$ cat src/rtl/ddr_axi_tester.sv
// Write/read self-test master for the DDR controller user port: writes an
// address-derived pattern over a region, reads it back and counts bad beats.
module ddr_axi_tester #(
    parameter int BA_BITS    = 2,
    parameter int ROW_BITS   = 13,
    parameter int COL_BITS   = 11,
    parameter int DQ_LEVEL   = 1,
    parameter logic [BA_BITS+ROW_BITS+COL_BITS+DQ_LEVEL-2:0] START_ADDR = '0,
    parameter logic [7:0] BURST_LEN = 8'd7,
    parameter int NUM_BURSTS = 4,
    parameter int TIMEOUT    = 1024,
    localparam int AW = BA_BITS + ROW_BITS + COL_BITS + DQ_LEVEL - 1,
    localparam int DW = 8 << DQ_LEVEL
) (
    input  logic          core_clk,
    input  logic          core_rstn_sync,
    input  logic          start,
    input  logic          continuous,
    output logic          busy,
    output logic          done,
    output logic          error,
    output logic          timeout,
    output logic [15:0]   err_count,
    output logic [15:0]   pass_count,
    output logic [2:0]    dbg_state,
    output logic          awvalid,
    input  logic          awready,
    output logic [AW-1:0] awaddr,
    output logic [7:0]    awlen,
    output logic          wvalid,
    input  logic          wready,
    output logic          wlast,
    output logic [DW-1:0] wdata,
    input  logic          bvalid,
    output logic          bready,
    output logic          arvalid,
    input  logic          arready,
    output logic [AW-1:0] araddr,
    output logic [7:0]    arlen,
    input  logic          rvalid,
    output logic          rready,
    input  logic          rlast,
    input  logic [DW-1:0] rdata
);

    localparam logic [2:0] S_IDLE = 3'd0;
    localparam logic [2:0] S_AW   = 3'd1;
    localparam logic [2:0] S_W    = 3'd2;
    localparam logic [2:0] S_B    = 3'd3;
    localparam logic [2:0] S_AR   = 3'd4;
    localparam logic [2:0] S_R    = 3'd5;
    localparam logic [2:0] S_DONE = 3'd6;

    localparam int BCW = (NUM_BURSTS > 1) ? $clog2(NUM_BURSTS) : 1;
    localparam int WDW = $clog2(TIMEOUT + 1);
    localparam logic [BCW-1:0] LAST_BURST  = BCW'(NUM_BURSTS - 1);
    localparam logic [WDW-1:0] WD_LIMIT    = WDW'(TIMEOUT - 1);
    localparam logic [AW-1:0]  BURST_BYTES = AW'((32'(BURST_LEN) + 32'd1) << DQ_LEVEL);
    localparam logic [AW-1:0]  BEAT_BYTES  = AW'(32'd1 << DQ_LEVEL);

    logic [2:0]     state_q, state_d;
    logic [BCW-1:0] burst_q, burst_d;
    logic [7:0]     beat_q, beat_d;
    logic [WDW-1:0] wd_q, wd_d;
    logic           awvalid_q, awvalid_d, wvalid_q, wvalid_d, wlast_q, wlast_d;
    logic           bready_q, bready_d, arvalid_q, arvalid_d, rready_q, rready_d;
    logic           busy_q, busy_d, done_q, done_d, error_q, error_d, timeout_q, timeout_d;
    logic [AW-1:0]  awaddr_q, awaddr_d, araddr_q, araddr_d;
    logic [7:0]     awlen_q, awlen_d, arlen_q, arlen_d;
    logic [DW-1:0]  wdata_q, wdata_d, exp_data;
    logic [15:0]    err_count_q, err_count_d, pass_count_q, pass_count_d;
    logic           hs, bad_beat, active;

    function automatic logic [AW-1:0] burst_base(input logic [BCW-1:0] b);
        return START_ADDR + AW'(b) * BURST_BYTES;
    endfunction

    // Beat byte address, low bits replicated across the data word; inverted on odd passes.
    function automatic logic [DW-1:0] beat_data(input logic [BCW-1:0] b, input logic [7:0] bt,
                                                input logic inv);
        logic [AW-1:0] a;
        logic [DW-1:0] d;
        a = burst_base(b) + AW'(bt) * BEAT_BYTES;
        for (int i = 0; i < DW; i++) d[i] = a[i % AW];
        return inv ? ~d : d;
    endfunction

    // A transfer happens on a clock edge where both valid and ready are high; every
    // valid raised here stays high with its address/data unchanged until that edge.
    always_comb begin
        state_d      = state_q;
        burst_d      = burst_q;
        beat_d       = beat_q;
        err_count_d  = err_count_q;
        pass_count_d = pass_count_q;
        error_d      = error_q;
        timeout_d    = timeout_q;
        hs           = 1'b0;
        bad_beat     = 1'b0;
        exp_data     = beat_data(burst_q, beat_q, pass_count_q[0]);
        case (state_q)
            S_IDLE: if (start) begin
                state_d = S_AW;
                burst_d = '0;
                beat_d  = '0;
            end
            S_AW: if (awvalid_q && awready) begin
                hs      = 1'b1;
                beat_d  = '0;
                state_d = S_W;
            end
            S_W: if (wvalid_q && wready) begin
                hs     = 1'b1;
                beat_d = beat_q + 8'd1;
                if (wlast_q) state_d = S_B;
            end
            S_B: if (bready_q && bvalid) begin
                hs = 1'b1;
                if (burst_q == LAST_BURST) begin
                    burst_d = '0;
                    state_d = S_AR;
                end else begin
                    burst_d = burst_q + 1'b1;
                    state_d = S_AW;
                end
            end
            S_AR: if (arvalid_q && arready) begin
                hs      = 1'b1;
                beat_d  = '0;
                state_d = S_R;
            end
            S_R: if (rready_q && rvalid) begin
                hs       = 1'b1;
                bad_beat = (rdata != exp_data) || (rlast != (beat_q == BURST_LEN));
                beat_d   = beat_q + 8'd1;
                // Burst length is ours to enforce; a stray rlast is only counted.
                if (beat_q == BURST_LEN) begin
                    if (burst_q == LAST_BURST) begin
                        state_d = S_DONE;
                    end else begin
                        burst_d = burst_q + 1'b1;
                        state_d = S_AR;
                    end
                end
            end
            S_DONE: begin
                burst_d = '0;
                beat_d  = '0;
                state_d = continuous ? S_AW : S_IDLE;
            end
            default: state_d = S_IDLE;
        endcase

        active = (state_q == S_AW) || (state_q == S_W) || (state_q == S_B) ||
                 (state_q == S_AR) || (state_q == S_R);
        wd_d = '0;
        if (active && !hs) begin
            if (wd_q == WD_LIMIT) begin
                state_d   = S_IDLE;
                timeout_d = 1'b1;
                error_d   = 1'b1;
            end else begin
                wd_d = wd_q + 1'b1;
            end
        end

        if (bad_beat) begin
            error_d = 1'b1;
            if (err_count_q != 16'hFFFF) err_count_d = err_count_q + 16'd1;
        end
        if (state_d == S_DONE) pass_count_d = pass_count_q + 16'd1;

        awvalid_d = (state_d == S_AW);
        awaddr_d  = (state_d == S_AW) ? burst_base(burst_d) : awaddr_q;
        awlen_d   = (state_d == S_AW) ? BURST_LEN : awlen_q;
        wvalid_d  = (state_d == S_W);
        wdata_d   = (state_d == S_W) ? beat_data(burst_d, beat_d, pass_count_d[0]) : wdata_q;
        wlast_d   = (state_d == S_W) && (beat_d == BURST_LEN);
        bready_d  = (state_d == S_B);
        arvalid_d = (state_d == S_AR);
        araddr_d  = (state_d == S_AR) ? burst_base(burst_d) : araddr_q;
        arlen_d   = (state_d == S_AR) ? BURST_LEN : arlen_q;
        rready_d  = (state_d == S_R);
        busy_d    = (state_d != S_IDLE);
        done_d    = (state_d == S_DONE);
    end

    always_ff @(posedge core_clk or negedge core_rstn_sync) begin
        if (!core_rstn_sync) begin
            state_q      <= S_IDLE;
            burst_q      <= '0;
            beat_q       <= '0;
            wd_q         <= '0;
            awvalid_q    <= 1'b0;
            awaddr_q     <= '0;
            awlen_q      <= '0;
            wvalid_q     <= 1'b0;
            wdata_q      <= '0;
            wlast_q      <= 1'b0;
            bready_q     <= 1'b0;
            arvalid_q    <= 1'b0;
            araddr_q     <= '0;
            arlen_q      <= '0;
            rready_q     <= 1'b0;
            busy_q       <= 1'b0;
            done_q       <= 1'b0;
            error_q      <= 1'b0;
            timeout_q    <= 1'b0;
            err_count_q  <= '0;
            pass_count_q <= '0;
        end else begin
            state_q      <= state_d;
            burst_q      <= burst_d;
            beat_q       <= beat_d;
            wd_q         <= wd_d;
            awvalid_q    <= awvalid_d;
            awaddr_q     <= awaddr_d;
            awlen_q      <= awlen_d;
            wvalid_q     <= wvalid_d;
            wdata_q      <= wdata_d;
            wlast_q      <= wlast_d;
            bready_q     <= bready_d;
            arvalid_q    <= arvalid_d;
            araddr_q     <= araddr_d;
            arlen_q      <= arlen_d;
            rready_q     <= rready_d;
            busy_q       <= busy_d;
            done_q       <= done_d;
            error_q      <= error_d;
            timeout_q    <= timeout_d;
            err_count_q  <= err_count_d;
            pass_count_q <= pass_count_d;
        end
    end

    assign busy       = busy_q;
    assign done       = done_q;
    assign error      = error_q;
    assign timeout    = timeout_q;
    assign err_count  = err_count_q;
    assign pass_count = pass_count_q;
    assign dbg_state  = state_q;
    assign awvalid    = awvalid_q;
    assign awaddr     = awaddr_q;
    assign awlen      = awlen_q;
    assign wvalid     = wvalid_q;
    assign wlast      = wlast_q;
    assign wdata      = wdata_q;
    assign bready     = bready_q;
    assign arvalid    = arvalid_q;
    assign araddr     = araddr_q;
    assign arlen      = arlen_q;
    assign rready     = rready_q;

endmodule

$ cat config.mk
export PLATFORM = sky130hd
export DESIGN_NAME = ddr_axi_tester
export DESIGN_NICKNAME = d
export VERILOG_FILES = /design/src/rtl/ddr_axi_tester.sv
export SDC_FILE = /design/constraint.sdc
export NUM_CORES = 1
export LEC_CHECK = 0
export CORE_ASPECT_RATIO = 0.6
export CORE_MARGIN = 4
export CORE_UTILIZATION = 43
export CTS_BUF_LIST = sky130_fd_sc_hd__clkbuf_2 sky130_fd_sc_hd__clkbuf_4 sky130_fd_sc_hd__clkbuf_8
export CTS_CLUSTER_SIZE = 16
export DETAILED_ROUTE_END_ITERATION = 12
export DONT_BUFFER_PORTS = 1
export GPL_TIMING_DRIVEN = 0
export PLACE_DENSITY = 0.56
export RECOVER_POWER = 50
export SYNTH_ARGS = -nofsm -noshare
export SYNTH_HDL_FRONTEND = slang
export SYNTH_SLANG_ARGS = --single-unit
$ cat constraint.sdc
create_clock -name core_clk -period 3.3 [get_ports core_clk]
set_input_delay 0.66 -clock core_clk [delete_from_list [all_inputs] [get_ports core_clk]]
set_output_delay 0.66 -clock core_clk [all_outputs]
set_load 0.1 [all_outputs]
==> flow_metrics.env <==
export IMPL_status="complete, but fails checks"
export IMPL_violations="max-capacitance violations, max-slew violations"
export IMPL_cp_slowest_stage_delay_ns=0.52
export IMPL_area_growth_pct=16.1
export IMPL_chipWidth_um=147
export IMPL_firstDrtPassIters=5
export IMPL_hold_viol=0
export IMPL_rsz0062_at_grt="true"
export IMPL_place_port_buffers=0
export IMPL_hold_start="wd_q[0]$_DFF_PN0_"
export IMPL_fp_row_count=30
export IMPL_final_common_cell="buf_4"
export IMPL_layout_common_cells="buf_4 (80), dfrtp_1 (71), conb_1 (58)"
export IMPL_numCtsBuffers=9
export IMPL_drc=0
export IMPL_clock_fmax_mhz=304
export IMPL_path_max_fanout=7
export IMPL_cp_start_kind="flop"
export IMPL_r2r_start="beat_q[6]$_DFF_PN0_"
export IMPL_clk_path_buf_depth=2
export IMPL_crit_path_top_delay_cell="or4_4"
export IMPL_r2r_slack_ns=0.01
export IMPL_multi_input_area_mm2=0.00261
export IMPL_holdPathEnd="wd_q[0]$_DFF_PN0_"
export IMPL_core_area_mm2=0.0113
export IMPL_ys_warn_count=0
export IMPL_place_gp_congestion=0.874
export IMPL_skew_ns=0.00799
export IMPL_ys_types=72
export IMPL_drive_gt1_frac=0.280
export IMPL_die_y_um=91.7
export IMPL_p_leak_nw=2.67
export IMPL_cts_max_level=3
export IMPL_ys_ff_latch=82
export IMPL_cp_depth=12
export IMPL_synth_enable_flop_cells=0
export IMPL_layout_cells_non_filler=753
export IMPL_wl_per_cell_um=16.1
export IMPL_ys_seq_area_frac=0.409
export IMPL_hold_class="reg -> reg"
export IMPL_clkTransAtPathRegs_ns=0.08
export IMPL_vias=3712
export IMPL_setup_ws_ns=0.0140
export IMPL_finalCriticalPeriod_ns=3.29
export IMPL_clock_latency_ns=0.36
export IMPL_dieArea_mm2=0.0135
export IMPL_arrival_ns=3.53
export IMPL_grt_start_max_net_pins=83
export IMPL_maxCapViolCount=1
export IMPL_rr_worst_depth=12
export IMPL_synthArstFlopShare=1.00
export IMPL_required_ns=3.55
export IMPL_final_util=0.514
export IMPL_drtAntennaViolNets=0
export IMPL_max_slew_margin=-0.344
export IMPL_path_cells="buf_6 -> or4_4 -> nor3_4 -> a21oi_2 -> a221o_1 -> a221o_2 -> ha_4 -> a21o_1 -> o211ai_1 -> xnor2_1 -> xnor2_1 -> mux2_4"
export IMPL_grt_overflow_total=0
export IMPL_grtUsageTotal=0.184
export IMPL_cts_sinks=82
export IMPL_cts_tree="yes"
export IMPL_dpl_hpwl_mm=9.20
export IMPL_via_per_inst=4.93
export IMPL_wirelength_mm=12.1
export IMPL_clock_root_buffer="clkbuf_8"
export IMPL_setup_viol=0
export IMPL_ir_drop_uv=420
export IMPL_place_inst=727
export IMPL_nets=630
export IMPL_crit_top_cell="xnor2_1"
export IMPL_critical_path_top_delay_family="compound AO/OA/AOI/OAI gates"
export IMPL_netlist_instances=510
export IMPL_antenna_found_initial=0
export IMPL_num_fill_cells=1062
export IMPL_seq_area_mm2=0.00208
export IMPL_pre_cts_ws_ns=-0.418
export IMPL_worstMarginPinSlew_ns=2.02
export IMPL_critPathKind="reg -> reg"
export IMPL_syn_area_per_cell_um2=9.84
export IMPL_worst_path_buf_inv=1
export IMPL_synthFlopType="dfrtp_1"
export IMPL_start_util=0.443
export IMPL_p_per_area_mw_per_mm2=624
export IMPL_worst_setup_path_end_kind="flop"
export IMPL_min_period_over_period=0.996
export IMPL_grt_pass1_wl_mm=19.7
export IMPL_total_power_mw=3.63
export IMPL_drt_iter0_drc=182
export IMPL_slew_violations=83
export IMPL_synth_cell_area_mm2=0.00502
export IMPL_grt_pass1_vias=3667
export IMPL_io_pins=155
export IMPL_reg2reg_to="wdata[7]$_DFFE_PN0P_"
export IMPL_min_path_cells=1
worst reg2reg max path: cells and delay by family, from the launching register on:
family	cells	cell delay, ns
compound gates	5	1.13
xor+xnor	2	0.29
fa+ha+maj	1	0.28
buf+inv	1	0.13
flops	1	0.38
mux	1	0.26
simple gates	2	0.70
metal layers:
layer / share of wire / vias up / global-route usage
li1: - / 1807 / -
met1: 0.49 / 1747 / 0.271
met2: 0.39 / 140 / 0.247
met3: 0.10 / 18 / 0.0731
met4: 0.013 / 0 / 0.0504
met5: 0 / - / 0
final cells by class:
| cell class | instances | area share |
|---|---|---|
| Antenna cell | 1 | 0.000430 |
| Buffer | 81 | 0.107 |
| Clock buffer | 12 | 0.0251 |
| Clock inverter | 1 | 0.00516 |
| Inverter | 12 | 0.00773 |
| Multi-Input combinational cell | 391 | 0.448 |
| Sequential cell | 82 | 0.356 |
| Tap cell | 160 | 0.0344 |
| Timing Repair Buffer | 13 | 0.0163 |
power by group:
part	switching (mW)	internal, mW	total, mW
clock network	0.335	0.363	0.698
registers	0.528	1.11	1.64
logic	0.829	0.471	1.30
total	1.69	1.94	3.63
flip-flops by register name, indices dropped and copies added, names as in the netlist, 2 cells and up:
name and cells:
wdata 10, wd_q 11, burst_q 2, err_count 16
araddr 2, pass_count 16, dbg_state 3, beat_q 8
awaddr 2
cells in the mapped netlist, types with 3 or more instances:
library cell	number	area share
a21oi_1	10	0.010
o21ai_0	13	0.013
mux2_2	15	0.034
nor2_1	41	0.031
nor3b_1	3	0.0045
nor3_1	12	0.012
or2_2	4	0.0050
nand2b_1	4	0.0050
inv_1	11	0.0082
clkbuf_1	6	0.0045
a31oi_1	3	0.0037
xor2_1	17	0.030
xnor2_1	45	0.079
nor4_1	4	0.0050
and3_1	8	0.010
nand2_1	36	0.027
ha_1	12	0.030
or3_1	4	0.0050
buf_4	69	0.10
and2_1	4	0.0050
nand3_1	25	0.025
dfrtp_1	82	0.41
nand4_1	15	0.019
through the flow:
stage,area (um2),hold slack [ns],setup TNS (ns)
finish,5820,0.493,0
global route,5820,0.523,-0.149
CTS,5760,0.195,0
detailed placement,5440,0.366,-7.49
global placement,5440,0.366,-5.82
floorplan,5240,0.364,0
how the worst max path moves through the flow:
stage | from | to | slack, ns
2_1_floorplan | dbg_state[2]$_DFF_PN0_ | wdata[6]$_DFFE_PN0P_ | 0.006
3_3_place_gp | dbg_state[0]$_DFF_PN0_ | wdata[5]$_DFFE_PN0P_ | -0.39
3_5_place_dp | pass_count[0]$_DFF_PN0_ | err_count[12]$_DFFE_PN0P_ | -0.42
4_1_cts | pass_count[0]$_DFF_PN0_ | err_count[11]$_DFFE_PN0P_ | 0.00002
5_1_grt | beat_q[6]$_DFF_PN0_ | wdata[7]$_DFFE_PN0P_ | -0.07
6_report | beat_q[6]$_DFF_PN0_ | wdata[7]$_DFFE_PN0P_ | 0.01
what timing repair did:
| action | in CTS | in global routing |
|---|---|---|
| setup buffers | 6 | 6 |
| hold buffers | 1 | 0 |
| hold endpoints to repair | 82 | 0 |
| pin swaps | 7 | 10 |
| resized for setup | 19 | 16 |
| setup endpoints to repair | 27 | 21 |
kinds of logic after synthesis:
group | share of synthesized area
AOI/OAI and AO/OA | 0.0870
xor gates and xnor gates | 0.108
adders and majority gates | 0.0379
buffers and inverters | 0.129
DFF | 0.409
muxes | 0.0357
other | 0.000747
and+or+nand+nor | 0.192
No activity file was read; power rests on OpenSTA's default activity.
